===== src/rtl/rr_arbiter9_pkg.sv =====
// Shared types and constants for the 9-requester round-robin arbiter.
// Imported by the top and the leading-one encoder.
package rr_arbiter9_pkg;

    localparam int N_REQ = 9;
    localparam int IDX_W = 4;

    localparam logic [IDX_W-1:0] NO_GRANT_IDX = 4'd0;

    typedef enum logic {
        IDLE  = 1'b0,
        GRANT = 1'b1
    } state_e;

endpackage


===== src/rtl/rr_arbiter9_lead_one.sv =====
// 9-bit leading-one encoder: index of the highest set bit of vec_i.
// An all-zero input yields 0; callers gate on |vec_i.
module rr_arbiter9_lead_one
    import rr_arbiter9_pkg::*;
(
    input  logic [N_REQ-1:0] vec_i,
    output logic [IDX_W-1:0] idx_o
);

    // NOTE: the default assignment before the loop keeps this combinational
    // block free of inferred latches when no bit is set.
    always_comb begin
        idx_o = '0;
        for (int i = 0; i < N_REQ; i++) begin
            if (vec_i[i]) begin
                idx_o = IDX_W'(i);
            end
        end
    end

endmodule


===== src/rtl/rr_arbiter9.sv =====
// Round-robin arbiter for 9 requesters, descending priority within a round,
// with a hold timeout that bounds each grant tenure.
module rr_arbiter9
    import rr_arbiter9_pkg::*;
#(
    parameter int HOLD_MAX = 8
) (
    input  logic             clk,
    input  logic             rst,
    input  logic [N_REQ-1:0] req,
    input  logic             rel,
    output logic [N_REQ-1:0] grant,
    output logic             grant_valid,
    output logic [IDX_W-1:0] grant_idx,
    output logic             preempt
);

    localparam logic [IDX_W-1:0] HOLD_MAX_C = IDX_W'(HOLD_MAX);

    state_e           state_q, state_d;
    logic [IDX_W-1:0] ptr_q, ptr_d;
    logic [IDX_W-1:0] hold_cnt_q, hold_cnt_d;
    logic [N_REQ-1:0] grant_q, grant_d;
    logic [IDX_W-1:0] grant_idx_q, grant_idx_d;
    logic             grant_valid_q, grant_valid_d;

    logic [N_REQ-1:0] mask;
    logic [N_REQ-1:0] mreq;
    logic [IDX_W-1:0] idx_masked;
    logic [IDX_W-1:0] idx_unmasked;
    logic [IDX_W-1:0] winner;
    logic             any_req;
    logic             owner_req;
    logic             timeout;

    // Requesters strictly below the last winner are served first; otherwise wrap.
    assign mask    = (N_REQ'(1) << ptr_q) - N_REQ'(1);
    assign mreq    = req & mask;
    assign any_req = |req;

    rr_arbiter9_lead_one u_lead_masked (
        .vec_i (mreq),
        .idx_o (idx_masked)
    );

    rr_arbiter9_lead_one u_lead_unmasked (
        .vec_i (req),
        .idx_o (idx_unmasked)
    );

    assign winner = (|mreq) ? idx_masked : idx_unmasked;

    // grant_q is one-hot, so this picks req[grant_idx] without a variable index.
    assign owner_req = |(req & grant_q);
    assign timeout   = (hold_cnt_q == HOLD_MAX_C);

    assign preempt = (state_q == GRANT) & timeout & ~rel & owner_req;

    always_comb begin
        state_d       = state_q;
        ptr_d         = ptr_q;
        hold_cnt_d    = hold_cnt_q;
        grant_d       = grant_q;
        grant_idx_d   = grant_idx_q;
        grant_valid_d = grant_valid_q;

        case (state_q)
            IDLE: begin
                if (any_req) begin
                    grant_d       = N_REQ'(1) << winner;
                    grant_idx_d   = winner;
                    grant_valid_d = 1'b1;
                    ptr_d         = winner;
                    hold_cnt_d    = 4'd1;
                    state_d       = GRANT;
                end
            end
            GRANT: begin
                if (rel || !owner_req || timeout) begin
                    grant_d       = '0;
                    grant_idx_d   = NO_GRANT_IDX;
                    grant_valid_d = 1'b0;
                    hold_cnt_d    = '0;
                    state_d       = IDLE;
                end else begin
                    hold_cnt_d = hold_cnt_q + 4'd1;
                end
            end
            default: begin
                state_d = IDLE;
            end
        endcase
    end

    // NOTE: sequential state uses non-blocking assignments so every register
    // samples the pre-edge values regardless of statement order.
    always_ff @(posedge clk or posedge rst) begin
        if (rst) begin
            state_q       <= IDLE;
            ptr_q         <= '0;
            hold_cnt_q    <= '0;
            grant_q       <= '0;
            grant_idx_q   <= NO_GRANT_IDX;
            grant_valid_q <= 1'b0;
        end else begin
            state_q       <= state_d;
            ptr_q         <= ptr_d;
            hold_cnt_q    <= hold_cnt_d;
            grant_q       <= grant_d;
            grant_idx_q   <= grant_idx_d;
            grant_valid_q <= grant_valid_d;
        end
    end

    assign grant       = grant_q;
    assign grant_idx   = grant_idx_q;
    assign grant_valid = grant_valid_q;

endmodule


===== config.mk =====
export PLATFORM = sky130hd
export DESIGN_NAME = rr_arbiter9
export DESIGN_NICKNAME = d
export VERILOG_FILES = /design/src/rtl/rr_arbiter9_pkg.sv /design/src/rtl/rr_arbiter9_lead_one.sv /design/src/rtl/rr_arbiter9.sv
export SDC_FILE = /design/constraint.sdc
export NUM_CORES = 1
export LEC_CHECK = 0
export CORE_MARGIN = 2
export CORE_UTILIZATION = 23
export DETAILED_ROUTE_END_ITERATION = 16
export GPL_TIMING_DRIVEN = 0
export PLACE_DENSITY = 0.53
export SYNTH_ARGS = -nofsm -noshare
export SYNTH_HDL_FRONTEND = slang
export SYNTH_SLANG_ARGS = --single-unit

===== constraint.sdc =====
create_clock -name clk -period 3.79 [get_ports clk]
set_input_delay 0.758 -clock clk [delete_from_list [all_inputs] [get_ports clk]]
set_output_delay 0.758 -clock clk [all_outputs]
set_load 0.005 [all_outputs]

Word-level counts from Yosys, hierarchy flattened
Index checks and enable logic that the tools add are counted.
- bits of input ports: 12
- bits in registers: 23
- output and inout port bits: 15
- word-level logic and storage cells: 60
- equality and inequality tests: 3
- add/subtract/negate cells: 2
- bitwise operators: 7
- reductions and logical operators: 8
- shift operators: 2
- muxes and demuxes: 32
- operators with widths (operator ; number):
    4-bit two-way mux ; 7
    9-bit OR reduction ; 3
    3-bit two-way mux ; 8
    9-bit bitwise AND ; 2
    9-bit two-way mux ; 2
    9-bit one-hot mux with 2 select lines ; 1
    1-bit by 4-bit left shift with 9-bit output (first input constant) ; 2
    4-bit one-hot mux with 2 select lines ; 2
    9-bit by 2-bit subtractor with 9-bit output (second input constant) ; 1
    2-bit two-way mux ; 4
    1-bit two-way mux ; 6
    4-bit by 1-bit adder with 4-bit output (second input constant) ; 1
    4-bit equality test (second input constant) ; 1
    1-bit one-hot mux with 2 select lines ; 2
    2-bit AND reduction ; 2
    1-bit bitwise AND ; 3
    1-bit logical OR ; 2
    2-bit by 1-bit inequality test with 1-bit output (second input constant) ; 1
    2-bit inequality test (second input constant) ; 1
    1-bit NOT ; 2
    1-bit logical NOT ; 1

Longest topological paths before layout
Gate-level depths: netlist (run 1).
- word-level depth: 15
- depth in mapped cells: 11
- gate-level depth less buffers: 9

By module
Synthesis (run 1) repeated with hierarchy kept, for this count alone.
- cell total of the unflattened synthesis: 203
- area total of the unflattened synthesis: 1741.7 um2
- by module, submodules not included (module ; sequential area each (um2) ; instances ; cells each ; area an instance (um2)):
    rr_arbiter9 ; 575.6 ; 1 ; 179 ; 1591.5
    rr_arbiter9_lead_one ; 0.0 ; 2 ; 12 ; 75.1

Least setup slack after synthesis (run 1)
No wires, ideal clock.
- path kind: register to register
- start point: reg ptr_q[0]
- end point: reg grant_q[4] (netlist: grant[4])
- period minus slack after synthesis: 2722 ps
- cell stages (with the launch flop): 10
- path slack: 1068 ps
- data required time: 3668 ps
- library setup time: 122 ps
- arrival: 2600 ps
- path buffers: 1
- cells stage by stage: dfrtp_1 buf_6 or4_4 ha_1 or4_1 a21oi_1 a311oi_1 a31o_2 o221a_2 a32o_1
- cells in the longest elaborated chain, start to end: 15
- elaborated cells on any way between the ends: 16
- those cells by class: add/sub (1); shift (2); mux (11); bitwise (1); reduce/logical (1)
- RTL lines (what ; RTL line ; text):
    start, declared ; rr_arbiter9.sv:21 ; logic [IDX_W-1:0] ptr_q, ptr_d;
    start signal, assigned ; rr_arbiter9.sv:107 ; ptr_q <= ptr_d;
    1-bit by 4-bit left shift with 9-bit output (*) ; rr_arbiter9.sv:37 ; assign mask = (N_REQ'(1) << ptr_q) - N_REQ'(1);
    9-bit by 2-bit subtractor with 9-bit output (*) ; rr_arbiter9.sv:37 ;
    9-bit bitwise AND (*) ; rr_arbiter9.sv:38 ; assign mreq = req & mask;
    1-bit two-way mux ; rr_arbiter9_lead_one.sv:15 ; if (vec_i[i]) begin
    2-bit two-way mux (2 in series) ; rr_arbiter9_lead_one.sv:15 ;
    3-bit two-way mux (4 in series) ; rr_arbiter9_lead_one.sv:15 ;
    4-bit two-way mux ; rr_arbiter9_lead_one.sv:15 ;
    4-bit two-way mux (*) ; rr_arbiter9.sv:51 ; assign winner = (|mreq) ? idx_masked : idx_unmasked;
    1-bit by 4-bit left shift with 9-bit output (*) ; rr_arbiter9.sv:70 ; grant_d = N_REQ'(1) << winner;
    9-bit two-way mux (*) ; rr_arbiter9.sv:69 ; if (any_req) begin
    9-bit one-hot mux with 2 select lines (*) ; rr_arbiter9.sv:67 ; case (state_q)
    end signal, assigned ; rr_arbiter9.sv:109 ; grant_q <= grant_d;
    end, declared ; rr_arbiter9.sv:23 ; logic [N_REQ-1:0] grant_q, grant_d;
Mark *: on every way between the ends. The rest lies on a longest branch, timed or not. The select of a mux whose other input is x is not followed.
A chain may end at the register's enable or synchronous reset.

Final worst setup path (run 1)
- start point: in req[4]
- end point: out preempt
- cells in the longest elaborated chain, start to end: 3
- RTL lines (what ; RTL line ; text):
    start, declared ; rr_arbiter9.sv:10 ; input logic [N_REQ-1:0] req,
    9-bit bitwise AND ; rr_arbiter9.sv:54 ; assign owner_req = |(req & grant_q);
    9-bit OR reduction ; rr_arbiter9.sv:54 ;
    1-bit bitwise AND ; rr_arbiter9.sv:57 ; assign preempt = (state_q == GRANT) & timeout & ~rel & owner_req;
    end, declared ; rr_arbiter9.sv:15 ; output logic preempt
No other way between the ends.

==> impl_metrics.env, run 1 <==
export IMPL_grt_pass1_vias=1299
export IMPL_slew_headroom=0.407
export IMPL_path_max_fanout=7
export IMPL_synth_seq_cells=23
export IMPL_syn_to_final_growth_pct=26.9
export IMPL_post_cts_buffers=0
export IMPL_io_buffers=25
export IMPL_initial_core_util=0.234
export IMPL_synth_area_leaders="dfrtp_1 (39%), nand2_1 (5.4%), o21ai_0 (3.7%), a32o_1 (2.7%), a21o_1 (2.6%)"
export IMPL_setup_viol=0
export IMPL_min_period_over_period=0.872
export IMPL_cts_resized_gates=0
export IMPL_numCtsBuffers=3
export IMPL_mappedNetlistArea_sq_um=1470
export IMPL_grt_pass1_wl_mm=6.65
export IMPL_worstPathArrival_ns=2.55
export IMPL_drc=0
export IMPL_cts_tree="done"
export IMPL_rows=29
export IMPL_synth_compound_area_frac=0.312
export IMPL_synthTopCellsByCount="dfrtp_1 (23), nand2_1 (21), o21ai_0 (11), nor2_1 (8)"
export IMPL_ant_nets=0
export IMPL_synthMuxAreaShare=0.0136
export IMPL_synth_edff_count=0
export IMPL_num_antenna_cells=0
export IMPL_synthSimpleGateAreaFrac=0.215
export IMPL_yosys_area_top_type_share=0.392
export IMPL_reg2reg_slack_ns=0.61
export IMPL_syn_num_nets=174
export IMPL_cp_top_family="buffers and inverters"
export IMPL_cp_start_kind="input port"
export IMPL_fin_tns_setup_ns=0
export IMPL_avgSynthCellArea_sq_um=9.24
export IMPL_drv_slew=0
export IMPL_endpoint_kind="output port"
export IMPL_cap_violations=0
export IMPL_antenna_found_initial=0
export IMPL_hold_buffers=0
export IMPL_initialDrtViolationCount=126
export IMPL_synthAdderAreaFrac=0.0256
export IMPL_reg2reg_depth=9
export IMPL_path_cells="clkdlybuf4s50_1 > a222oi_1 > nand3_1 > o21ai_0 > nor2_1 > clkdlybuf4s50_1"
export IMPL_hpwl_mm=2.97
export IMPL_worstReg2RegStart="ptr_q[0]$_DFFE_PP0P_"
export IMPL_hold_depth=1
export IMPL_grt_max_degree=24
export IMPL_die_w_um=83.9
export IMPL_vias=1327
export IMPL_max_freq_mhz=302
export IMPL_synth_xor_area_share=0
export IMPL_die_area_sq_um=7040
export IMPL_boundaryPins=27
export IMPL_routed_wl_mm=4.03
export IMPL_nFillCells=670
export IMPL_min_period_ns=3.31
export IMPL_crit_top_cell="clkdlybuf4s50_1"
export IMPL_peakVddDrop_uv=369
export IMPL_crit_buf_inv=2
export IMPL_fin_nets=204
export IMPL_synth_top_family_by_area="compound AO/OA/AOI/OAI gates"
export IMPL_yosys_warnings=0
export IMPL_fin_skew_ns=0.00332
export IMPL_ys_flop_type="dfrtp_1"
export IMPL_hold_viol=0
export IMPL_crit_slowest_cell="clkdlybuf4s50_1"
export IMPL_ys_types=49
export IMPL_synth_seq_area_share=0.392
export IMPL_groute_usage_overall=0.117
export IMPL_clock_sinks=23
export IMPL_via_per_inst=5.01
export IMPL_drt_first_pass_iters=4
export IMPL_cts_path_max_buffers=2
export IMPL_min_from="grant_idx[2]$_DFFE_PP0P_"
export IMPL_die_h_um=83.9
export IMPL_holdWs_ns=0.482
export IMPL_clkTransAtPathRegs_ns=0.09
export IMPL_grt_overflow=0
export IMPL_synth_most_common_cell="dfrtp_1"
export IMPL_async_flop_share=1.00
export IMPL_clock_root_buffer="clkbuf_8"
export IMPL_max_stage_delay_ns=0.56
export IMPL_hold_class="reg -> reg"
export IMPL_cp_data_required_time_ns=3.03
export IMPL_power_density_nw_per_um2=829
export IMPL_worstHoldEndpoint="grant_idx[2]$_DFFE_PP0P_"
export IMPL_yosys_area_top_type="dfrtp_1"
export IMPL_wl_per_cell_um=15.2
export IMPL_core_area_sq_um=6280
export IMPL_reg2reg_to="grant[5]$_DFFE_PP0P_"
export IMPL_status="complete, no violations"
export IMPL_gp_congestion=0.814
export IMPL_leakagePower_nw=0.764
export IMPL_crit_type="in -> out"
export IMPL_clk_latency_ns=0.27
export IMPL_synth_cells=159
export IMPL_htree_levels=1
export IMPL_worst_pin_slew_ns=0.889
export IMPL_drive_above_1_share=0.0957
export IMPL_rsz0062_at_grt="false"
-- stage by stage --
step / worst slack (ns) / std cells / total power, mW / cell area (sq um) / util
3_3_place_gp: 0.376 / 261 / 1.38 / 1820 / 0.289
4_1_cts: 0.442 / 265 / 1.56 / 1860 / 0.297
5_1_grt: 0.272 / 265 / 1.67 / 1860 / 0.297
6_report: 0.484 / 265 / 1.55 / 1860 / 0.297
2_1_floorplan: 1.07 / 159 / 1.08 / 1470 / -
3_5_place_dp: 0.313 / 261 / 1.39 / 1820 / 0.289
-- logic make-up after synthesis --
logic type                 count (synthesis)
adders and majority gates                  3
and+or+nand+nor                           58
DFF                                       23
muxes                                      2
buffers and inverters                     13
AOI/OAI and AO/OA                         60
-- worst max path at each step --
stage,depth (start not counted),endpoint,start
finish,6,preempt,req[4]
global route,6,preempt,req[4]
CTS,6,preempt,req[4]
detailed placement,7,grant_idx[0]$_DFFE_PP0P_,req[4]
global placement,7,grant[1]$_DFFE_PP0P_,req[4]
floorplan,9,grant[4]$_DFFE_PP0P_,ptr_q[0]$_DFFE_PP0P_
-- worst register-to-register path, delay by kind of cell, from the launching register on --
| family | cells | cell delay, ns |
|---|---|---|
| AO/OA/AOI/OAI | 5 | 1.63 |
| buffers and inverters | 2 | 0.34 |
| flip-flops | 1 | 0.38 |
| AND/OR/NAND/NOR | 1 | 0.52 |
| adder cells (fa/ha/maj) | 1 | 0.24 |
-- layout by cell type, fill, tap and decap left out, types with 4 or more instances in the layout --
cell type | synthesis | layout
inv_1 | 5 | 5
clkdlybuf4s50_1 | 0 | 25
o21a_1 | 4 | 4
a21oi_1 | 4 | 4
a32o_1 | 4 | 4
nand3_1 | 4 | 4
nor3_1 | 5 | 5
nor2_1 | 8 | 8
o31ai_1 | 4 | 4
a21o_1 | 5 | 5
o21ai_0 | 11 | 11
dfrtp_1 | 23 | 23
nand2b_1 | 4 | 4
nand2_1 | 21 | 21
buf_2 | 4 | 4
-- final cells by class --
type,count,area [sq um],share of cell area
multi-input combinational,123,831,0.446
timing repair buffer,25,250,0.134
clock buffer,3,41.3,0.0221
tap,77,96.3,0.0517
inverter,5,18.8,0.0101
sequential,23,576,0.309
buffer,8,43.8,0.0235
clock inverter,1,7.51,0.00403
-- state kept, by name, summed over array words and instances, names as in the netlist --
| register | flops |
|---|---|
| grant | 9 |
| grant_idx | 4 |
| hold_cnt_q | 4 |
| ptr_q | 4 |
| grant_valid | 1 |
| state_q | 1 |
-- report_power, final --
part           internal, mW  total (mW)  switching, mW
combinational         0.433       0.989          0.556
sequential            0.332       0.399         0.0671
clock                0.0744       0.157         0.0830
-- routing by layer --
layer / GRT usage / wire [um] / vias up
li1: - / - / 659
met1: 0.182 / 2080 / 630
met2: 0.169 / 1740 / 33
met3: 0.0148 / 159 / 5
met4: 0.0308 / 46 / 0
met5: 0 / 0 / -
(Power assumes the default switching activity.)
==> run 2: changes to the inputs <==
Settings changed: SKIP_CTS_REPAIR_TIMING from default to 1.
==> results of run 2 <==
Same layout as run 1: the final DEF is identical, and so are final timing and power.
